File: src/rtl/timer_controller_if.sv
// Control and status bundle for timer_controller.
// master drives the requests; slave is the timer.
interface timer_controller_if #(
  parameter int PW = 8
);
  logic          start_i;
  logic          stop_i;
  logic          hold_i;
  logic          periodic_i;
  logic [PW-1:0] period_i;
  logic          busy_o;
  logic          done_o;
  logic          tick_o;
  logic          err_o;
  logic [PW-1:0] count_o;

  modport master (
    output start_i, stop_i, hold_i,
    output periodic_i, period_i,
    input  busy_o, done_o, tick_o,
    input  err_o, count_o
  );

  modport slave (
    input  start_i, stop_i, hold_i,
    input  periodic_i, period_i,
    output busy_o, done_o, tick_o,
    output err_o, count_o
  );
endinterface

File: src/rtl/timer_controller.sv
// Three-state period timer: one-shot or periodic,
// with hold, abort and out-of-range start rejection.
module timer_controller #(
  parameter int MAX_PERIOD = 255
) (
  input logic         clk_i,
  input logic         s_rst_n_i,
  timer_controller_if.slave bus
);
  localparam int PW = $clog2(MAX_PERIOD + 1);

  localparam logic [1:0] IDLE = 2'd0;
  localparam logic [1:0] RUN  = 2'd1;
  localparam logic [1:0] DONE = 2'd2;

  logic [1:0]    state_q;
  logic [PW-1:0] count_q;
  logic [PW-1:0] period_q;
  logic          periodic_q;
  logic          err_q;
  logic          start_ok;
  logic          at_term;

  assign start_ok =
    int'(bus.period_i) <= MAX_PERIOD;
  assign at_term = count_q == period_q;

  always_ff @(posedge clk_i) begin
    if (!s_rst_n_i) begin
      state_q    <= IDLE;
      count_q    <= '0;
      period_q   <= '0;
      periodic_q <= 1'b0;
      err_q      <= 1'b0;
    end else begin
      err_q <= 1'b0;
      case (state_q)
        RUN: begin
          if (bus.stop_i) begin
            state_q <= IDLE;
            count_q <= '0;
          end else if (!bus.hold_i) begin
            if (!at_term)
              count_q <= count_q + PW'(1);
            else if (periodic_q)
              count_q <= '0;
            else
              state_q <= DONE;
          end
        end
        IDLE, DONE: begin
          // count is already zero in IDLE, so stop there is a no-op
          if (bus.stop_i) begin
            state_q <= IDLE;
            count_q <= '0;
          end else if (bus.start_i) begin
            if (start_ok) begin
              state_q    <= RUN;
              count_q    <= '0;
              period_q   <= bus.period_i;
              periodic_q <= bus.periodic_i;
            end else begin
              err_q <= 1'b1;
            end
          end
        end
        default: begin
          state_q <= IDLE;
          count_q <= '0;
        end
      endcase
    end
  end

  assign bus.busy_o  = state_q == RUN;
  assign bus.done_o  = state_q == DONE;
  assign bus.tick_o  = (state_q == RUN) && at_term
                       && !bus.hold_i;
  assign bus.err_o   = err_q;
  assign bus.count_o = count_q;
endmodule

File: src/flat_wrapper.sv
// flat-port wrapper written by rule: the top's interface ports become plain ports
module timer_controller_flat 
#(
  parameter int MAX_PERIOD = 255
)
  (clk_i, s_rst_n_i, bus_start_i, bus_stop_i, bus_hold_i, bus_periodic_i, bus_period_i, bus_busy_o, bus_done_o, bus_tick_o, bus_err_o, bus_count_o);
  timer_controller_if #(.PW(($clog2((200) + 1)))) bus_i ();
  input logic clk_i;
  input logic s_rst_n_i;
  input wire logic [$bits(bus_i.start_i)-1:0] bus_start_i;
  input wire logic [$bits(bus_i.stop_i)-1:0] bus_stop_i;
  input wire logic [$bits(bus_i.hold_i)-1:0] bus_hold_i;
  input wire logic [$bits(bus_i.periodic_i)-1:0] bus_periodic_i;
  input wire logic [$bits(bus_i.period_i)-1:0] bus_period_i;
  output wire logic [$bits(bus_i.busy_o)-1:0] bus_busy_o;
  output wire logic [$bits(bus_i.done_o)-1:0] bus_done_o;
  output wire logic [$bits(bus_i.tick_o)-1:0] bus_tick_o;
  output wire logic [$bits(bus_i.err_o)-1:0] bus_err_o;
  output wire logic [$bits(bus_i.count_o)-1:0] bus_count_o;
  assign bus_i.start_i = bus_start_i;
  assign bus_i.stop_i = bus_stop_i;
  assign bus_i.hold_i = bus_hold_i;
  assign bus_i.periodic_i = bus_periodic_i;
  assign bus_i.period_i = bus_period_i;
  assign bus_busy_o = bus_i.busy_o;
  assign bus_done_o = bus_i.done_o;
  assign bus_tick_o = bus_i.tick_o;
  assign bus_err_o = bus_i.err_o;
  assign bus_count_o = bus_i.count_o;
  timer_controller #(.MAX_PERIOD(MAX_PERIOD)) u_core (.clk_i(clk_i), .s_rst_n_i(s_rst_n_i), .bus(bus_i));
endmodule
File: config.mk
export PLATFORM = sky130hd
export DESIGN_NAME = timer_controller_flat
export DESIGN_NICKNAME = d
export VERILOG_FILES = /design/src/rtl/timer_controller_if.sv /design/src/rtl/timer_controller.sv /design/src/flat_wrapper.sv
export SDC_FILE = /design/constraint.sdc
export NUM_CORES = 1
export LEC_CHECK = 0
export ABC_AREA = 1
export CORE_MARGIN = 10
export CORE_UTILIZATION = 45
export CTS_CLUSTER_DIAMETER = 50
export DETAILED_ROUTE_END_ITERATION = 7
export PLACE_DENSITY = 0.75
export SETUP_SLACK_MARGIN = 0.3
export SKIP_LAST_GASP = 1
export SYNTH_ARGS = -nofsm -noshare
export SYNTH_HDL_FRONTEND = slang
export SYNTH_SLANG_ARGS = --single-unit
File: constraint.sdc
create_clock -name clk_i -period 2.07 [get_ports clk_i]
set_clock_uncertainty 0.1 [all_clocks]
set_input_delay 0.414 -clock clk_i [delete_from_list [all_inputs] [get_ports clk_i]]
set_output_delay 0.414 -clock clk_i [all_outputs]
set_load 0.02 [all_outputs]
# After elaboration in Yosys (flattened, before gate mapping)
# Index checks and enable logic that the tools add are counted.
[classes]
n_addsub = 1
eq_ne = 8
muxes = 14
bitwise_logic = 1
n_reduce_logical = 8
[ops]
columns = ["op", "count"]
rows = [
  ["8-bit two-way mux", 6],
  ["8-bit one-hot mux with 2 select lines", 1],
  ["2-bit two-way mux", 6],
  ["3-bit != test (second input constant)", 3],
  ["8-bit by 1-bit adder with 8-bit output (second input constant)", 1],
  ["8-bit == test", 1],
  ["3-bit AND reduction", 2],
  ["4-bit by 3-bit != test with 1-bit output (second input constant)", 1],
  ["2-bit one-hot mux with 2 select lines", 1],
  ["4-bit AND reduction", 1],
  ["3-bit by 2-bit != test with 1-bit output (second input constant)", 1],
  ["2-bit by 1-bit == test with 1-bit output (second input constant)", 1],
  ["2-bit == test (second input constant)", 1],
  ["1-bit logical AND", 2],
  ["2-bit logical NOT", 1],
  ["2-bit OR reduction", 1],
  ["1-bit logical NOT", 1],
  ["1-bit NOT", 1],
]
[word_totals]
regBits = 19
output_inout_bits = 12
word_cells = 36

# Depth between registers and ports, before layout
# Gate-level depths: netlist (run 1).
[logic_depth]
depth_word = 5
mapped_depth = 11
ltp_nobuf = 10

# Least setup slack after synthesis (run 1)
# Ideal clock, no wire load.
[synth_path]
path_kind = "register -> output"
from = "reg u_core.count_q[2] (netlist: u_core.bus.count_o[2])"
to = "out bus_tick_o"
arrival_time_ns = 1.420
slack_ns = 0.136
stages_incl_launch_ff = 6
cell_sequence = "dfxtp_1 > xnor2_1 > nand2_1 > nor2_2 > nand2_1 > nor3_1"
[synth_between]
elab_chain_len = 3
[synth_lines]
columns = ["item", "line_no", "text"]
rows = [
  ["start: declaration", "timer_controller.sv:17", "logic [PW-1:0] count_q;"],
  ["start signal: assignment", "timer_controller.sv:44", "count_q <= count_q + PW'(1);"],
  ["8-bit == test", "timer_controller.sv:26", "assign at_term = count_q == period_q;"],
  ["1-bit logical AND", "timer_controller.sv:77", "assign bus.tick_o = (state_q == RUN) && at_term"],
  ["1-bit logical AND", "timer_controller.sv:78", "&& !bus.hold_i;"],
  ["end: declaration", "flat_wrapper.sv:17", "output wire logic [$bits(bus_i.tick_o)-1:0] bus_tick_o;"],
]
# Every way passes these cells.

# Worst setup path after layout (run 1)
[layout_path]
from = "reg u_core.count_q[3] (netlist: u_core.bus.count_o[3])"
to = "out bus_tick_o"
# The elaborated chain is that of the path after synthesis.

==> results_dict.tcl, run 1 <==
set metrics [dict create \
    p_leak_nw 0.742 \
    synth.avg_cell_area_um2 6.64 \
    cts-buffers-inserted 3 \
    ys_async_sr_fraction_pct 0 \
    grt-ovfl-total 0 \
    ys_warn_count 0 \
    holdCritStartpoint "u_core.period_q[1]" \
    areaGrowthSynthToFinish_pct 41.3 \
    core_area_um2 2250 \
    ios 26 \
    muxShareOfSynthArea_pct 0 \
    final_core_util_pct 67.8 \
    hold_violations 0 \
    slew_viol_final 0 \
    synth_common_cells "36 x nand2_1, 27 x nor2_1, 22 x inv_1" \
    ys_seq_elements 19 \
    die_x_um 69.0 \
    synth_compound_area_share_pct 11.3 \
    die_h_um 69.0 \
    initial_core_util_pct 48.0 \
    crit_start "u_core.bus.count_o[3]" \
    reg2reg_to "u_core.bus.count_o[0]" \
    reg2reg_depth 9 \
    antenna_left 0 \
    vias_per_cell 4.95 \
    wirelength_um 2790 \
    syn_inst 163 \
    synth.most_common_cell "nand2_1" \
    synth.largest_area_cell "dfxtp_1" \
    drv_cap 0 \
    clock-sinks 19 \
    irDropWorstVdd_v 0.000473 \
    post_drt_wl_per_cell_um 12.0 \
    synth_top_family_by_area "simple AND/OR/NAND/NOR gates" \
    critPathRequiredTime_ns 1.56 \
    min_to "u_core.period_q[1]" \
    drive_above_1_share_pct 22.9 \
    dp_cells 226 \
    antenna_found_initial 0 \
    synthesis.nets 178 \
    drc 0 \
    gp_congestion 0.808 \
    r2r_start "u_core.bus.count_o[3]" \
    holdCritPathClass "flip-flop to flip-flop" \
    holdWs_ns 0.377 \
    synthAdderAreaFrac_pct 1.16 \
    postLayoutCellArea_um2 1530 \
    end_kind "primary output" \
    cts_tree "built" \
    max_freq_ghz 0.532 \
    root_buffer "clkbuf_4" \
    synth.area.top_cells "dfxtp_1 35%, nand2_1 12%, nor2_1 9.4%, inv_1 7.6%, nand3_1 4.6%" \
    fin_tns_setup_ns 0 \
    netlist_area_um2 1080 \
    setup_viol 0 \
    worstSkewPairLatency_ns 0.30 \
    slowest_delay_ns 0.36 \
    placed_area_um2 1460 \
    row_count 17 \
    synthXorXnorAreaFrac_pct 4.05 \
    worst-endpoint-arrival_ns 1.37 \
    rsz0062_at_grt "true" \
    grt_pass1_wl_um 4760 \
    htreeDepth 1 \
    worstSetupPathType "flip-flop to primary output" \
    drtPass1Iterations 4 \
    stdcell_count 233 \
    nets 221 \
    synth_edf_count 0 \
    critPathSlowestCell "dfxtp_2" \
    num_vias 1154 \
    diodes 0 \
    cp_max_fo 2 \
    grt_max_degree 13 \
    hold_depth 2 \
    period_minus_slack_ns 1.88 \
    powerDensity_nw_per_um2 539 \
    hpwl_um 2190 \
    grt_usage_pct 11.2 \
    critPathLaunchType "flip-flop" \
    numPortBuffers 24 \
    path_cells "xnor2_2 > nand2_1 > nor2_2 > nand2_2 > nor3_2 > buf_4" \
    synth-simple-area-share_pct 36.2 \
    status "completed" \
    synth_top_area_share_pct 35.1 \
    grt_pass1_vias 1060 \
    synth_cell_types 24 \
    fin_crit_sh_pct 90.8 \
    clk_pin_slew_ns 0.11 \
    cts_buffer_depth 2 \
    drtIter0Drc 68 \
    synth_ff_type "dfxtp_1" \
    yosysSeqAreaShare_pct 35.1 \
    rrSetupSlack_ns 0.42 \
    die_area_um2 4770 \
]
[through the flow]
stage	total power, mW	setup slack (ns)
global placement	0.612	-0.0863
finish	0.825	0.190
global route	0.871	0.0630
CTS	0.797	0.161
floorplan	0.527	0.302
detailed placement	0.618	-0.100
[per-layer routing]
layer / vias to the layer above / share of wire [%] / GRT usage (%)
met1: 521 / 44 / 12.7
met5: - / 0 / 0
li1: 598 / - / -
met4: 0 / 1.7 / 3.99
met2: 29 / 49 / 19.3
met3: 6 / 5.9 / 3.42
[flip-flops by register name (all words and copies together), names as in the netlist]
name / count
u_core.bus.count_o: 8
u_core.period_q: 8
u_core.periodic_q: 1
u_core.state_q: 2
[cell families after synthesis]
kind of cell             Yosys count
AO/OA/AOI/OAI                     20
other                              1
adder cells (fa/ha/maj)            1
XOR/XNOR                           5
flip-flops                        19
buffers and inverters             29
AND/OR/NAND/NOR                   88
[worst max-delay path, delay by kind of cell, from the launching register on]
kind	cells	cell delay, ns
xor+xnor	1	0.14
buf+inv	1	0.16
simple gates	4	0.41
flops	1	0.36
[cell usage in the layout, fill, tap and decap left out, types with 6 or more instances in the layout]
cell,n
inv_1,20
clkdlybuf4s50_1,13
nand3_1,10
nor2_1,26
dfxtp_1,13
dfxtp_2,6
a21oi_1,6
o21ai_0,9
dlygate4sd2_1,10
buf_4,18
nand4_1,8
nand2_1,33
[power breakdown]
part	internal, mW	total [mW]	leakage [nW]	switching (mW)
registers	0.385	0.399	0.158	0.0134
logic	0.113	0.237	0.566	0.124
clock network	0.0719	0.189	0.0177	0.117
total	0.570	0.825	0.742	0.255
[how the worst max path moves through the flow]
stage                 end  slack [ns]  cells after the start
6_report       bus_tick_o        0.19                      6
5_1_grt        bus_tick_o        0.06                      6
4_1_cts        bus_tick_o        0.16                      8
3_5_place_dp   bus_tick_o       -0.10                      3
3_3_place_gp   bus_tick_o       -0.09                      3
2_1_floorplan  bus_tick_o        0.30                      5
[cell type report]
cell class / instances / area [um2]
repair buffers: 43 / 384
flip-flops and latches: 19 / 388
clock buffers: 3 / 22.5
well taps: 28 / 35.0
clock inverters: 1 / 5.00
fillers: 216 / 726
multi-input cells: 115 / 604
inverters: 24 / 90.1
[repair_timing]
action | in CTS | in global routing
setup endpoints to repair | 11 | 8
resized for setup | 14 | 17
pin swaps | 0 | 5
hold buffers | 0 | 0
buffers inserted | 0 | 3
endpoints found under the hold margin | 0 | 0
Note: power is estimated with default switching activity, not from simulation.
==> run 2: changes to the inputs <==
==> constraint.sdc (replaced) <==
create_clock -name clk_i -period 2.1 [get_ports clk_i]
set_clock_uncertainty 0.1 [all_clocks]
set_input_delay 0.42 -clock clk_i [delete_from_list [all_inputs] [get_ports clk_i]]
set_output_delay 0.42 -clock clk_i [all_outputs]
set_load 0.02 [all_outputs]
==> run 2 against run 1 <==
- worst hold slack improved by 0.0049 ns
- critical path type unchanged
- sequential share of layout area unchanged
- largest cell class unchanged
- setup slack got worse by 0.013 ns
- critical endpoint unchanged
- via count increased by 1.6%
- largest power group unchanged
==> results_dict.tcl, run 2 (synthesis gave the netlist of run 1 again) <==
set metrics [dict create \
    die_x_um 69.0 \
    grt_usage_pct 11.3 \
    worstSkewPairLatency_ns 0.30 \
    vias_per_cell 5.03 \
    final_core_util_pct 67.8 \
    worstSetupPathType "flip-flop to primary output" \
    final_common_cell "nand2_1" \
    status "completed" \
    stdcell_count 233 \
    critPathSlowestCell "dfxtp_1" \
    grt_pass1_vias 1071 \
    num_vias 1173 \
    reg2reg_depth 10 \
    hold_depth 2 \
    holdCritPathClass "flip-flop to flip-flop" \
    irDropWorstVdd_v 0.000435 \
    critPathLaunchType "flip-flop" \
    nets 221 \
    use_met2_pct 20.0 \
    worst-endpoint-arrival_ns 1.40 \
    die_area_um2 4770 \
    post_drt_wl_per_cell_um 12.1 \
    grt-ovfl-total 0 \
    cts_tree "built" \
    slew_viol_final 0 \
    htreeDepth 1 \
    fin_crit_sh_pct 91.5 \
    grt_busiest_layer "met2" \
    rrSetupSlack_ns 0.39 \
    clock-sinks 19 \
    slowest_delay_ns 0.34 \
    crit_family "simple AND/OR/NAND/NOR gates" \
    antenna_left 0 \
    hpwl_um 2260 \
    initial_core_util_pct 48.0 \
    end_kind "primary output" \
    areaGrowthSynthToFinish_pct 41.3 \
    cts_buffer_depth 2 \
    grt_use_met1_pct 12.6 \
    max_freq_ghz 0.520 \
    grt_pass1_wl_um 4670 \
    p_leak_nw 0.742 \
    root_buffer "clkbuf_4" \
    cts-buffers-inserted 3 \
    power.total_mw 0.809 \
    setup_viol 0 \
    powerDensity_nw_per_um2 529 \
    drtIter0Drc 40 \
    cp_num_cells 6 \
    path_cells "xnor2_1 > nand2_1 > nor2_2 > nand2_2 > nor3_2 > buf_4" \
    grtUsageMet3_pct 3.14 \
    ios 26 \
    row_count 17 \
    gp_congestion 0.814 \
    antenna_found_initial 0 \
    cts-hold-fix-buffers 0 \
    final_cell_mix "32 x nand2_1, 27 x nor2_1, 18 x inv_1, 18 x buf_4" \
    cp_num_buf_inv 1 \
    dp_cells 226 \
    cp_max_fo 2 \
    drc 0 \
    period_minus_slack_ns 1.92 \
    clk_pin_slew_ns 0.11 \
    core_area_um2 2250 \
    rsz0062_at_grt "true" \
    drive_above_1_share_pct 24.4 \
    critPathRequiredTime_ns 1.58 \
    die_h_um 69.0 \
    drv_cap 0 \
    drtPass1Iterations 4 \
    wirelength_um 2820 \
    diodes 0 \
    grt_max_degree 13 \
    numPortBuffers 24 \
    hold_violations 0 \
]
==> run 2: layout make-up <==
type                            count  area, um2
Clock buffer                        3       22.5
Clock inverter                      1       5.00
Fill cell                         209        726
Inverter                           24       90.1
Multi-Input combinational cell    115        604
Sequential cell                    19        388
Tap cell                           28       35.0
Timing Repair Buffer               43        384
==> run 2: final timing paths <==
check,start,to
worst min register to register,u_core.period_q[4],u_core.period_q[4]
worst min-delay path,u_core.period_q[4],u_core.period_q[4]
worst max-delay path,u_core.period_q[2],bus_tick_o
worst max register to register,u_core.period_q[2],u_core.bus.count_o[4]
==> run 2: power by group <==
group / total [mW] / switching [mW] / internal, mW
Combinational: 0.226 / 0.119 / 0.107
Clock: 0.189 / 0.118 / 0.0709
Sequential: 0.393 / 0.0138 / 0.380
==> run 2: through the flow <==
| step | TNS (ns) | area, um2 | setup WS [ns] | hold WS (ns) |
|---|---|---|---|---|
| finish | 0 | 1530 | 0.178 | 0.382 |
| detailed placement | -0.0927 | 1460 | -0.0927 | 0.372 |
| global route | 0 | 1530 | 0.117 | 0.409 |
| floorplan | 0 | 1090 | 0.326 | 0.344 |
| global placement | -0.0683 | 1460 | -0.0683 | 0.359 |
| CTS | 0 | 1470 | 0.186 | 0.389 |
==> run 2: routing by layer <==
| layer | share of wire [%] | up-vias |
|---|---|---|
| li1 | - | 602 |
| met4 | 0.60 | 0 |
| met5 | 0 | - |
| met1 | 43 | 536 |
| met3 | 5.8 | 2 |
| met2 | 51 | 33 |
==> run 2: worst reg2reg max path, cell delays in order, from the launching register on <==
cell and delay, ns:
dfxtp_1 0.34, xnor2_1 0.16, nand2_1 0.09, nor2_2 0.17, nand2_2 0.10, buf_4 0.13
buf_4 0.12, nand2_1 0.08, nand3_1 0.11, nand2_2 0.15, nor2_1 0.08
==> run 2: what timing repair did <==
action / 4_1_cts / 5_1_grt
setup buffers: 0 / 3
resized for setup: 15 / 17
pin swaps: 0 / 7
cloned: 0 / 0
setup endpoints to repair: 11 / 7
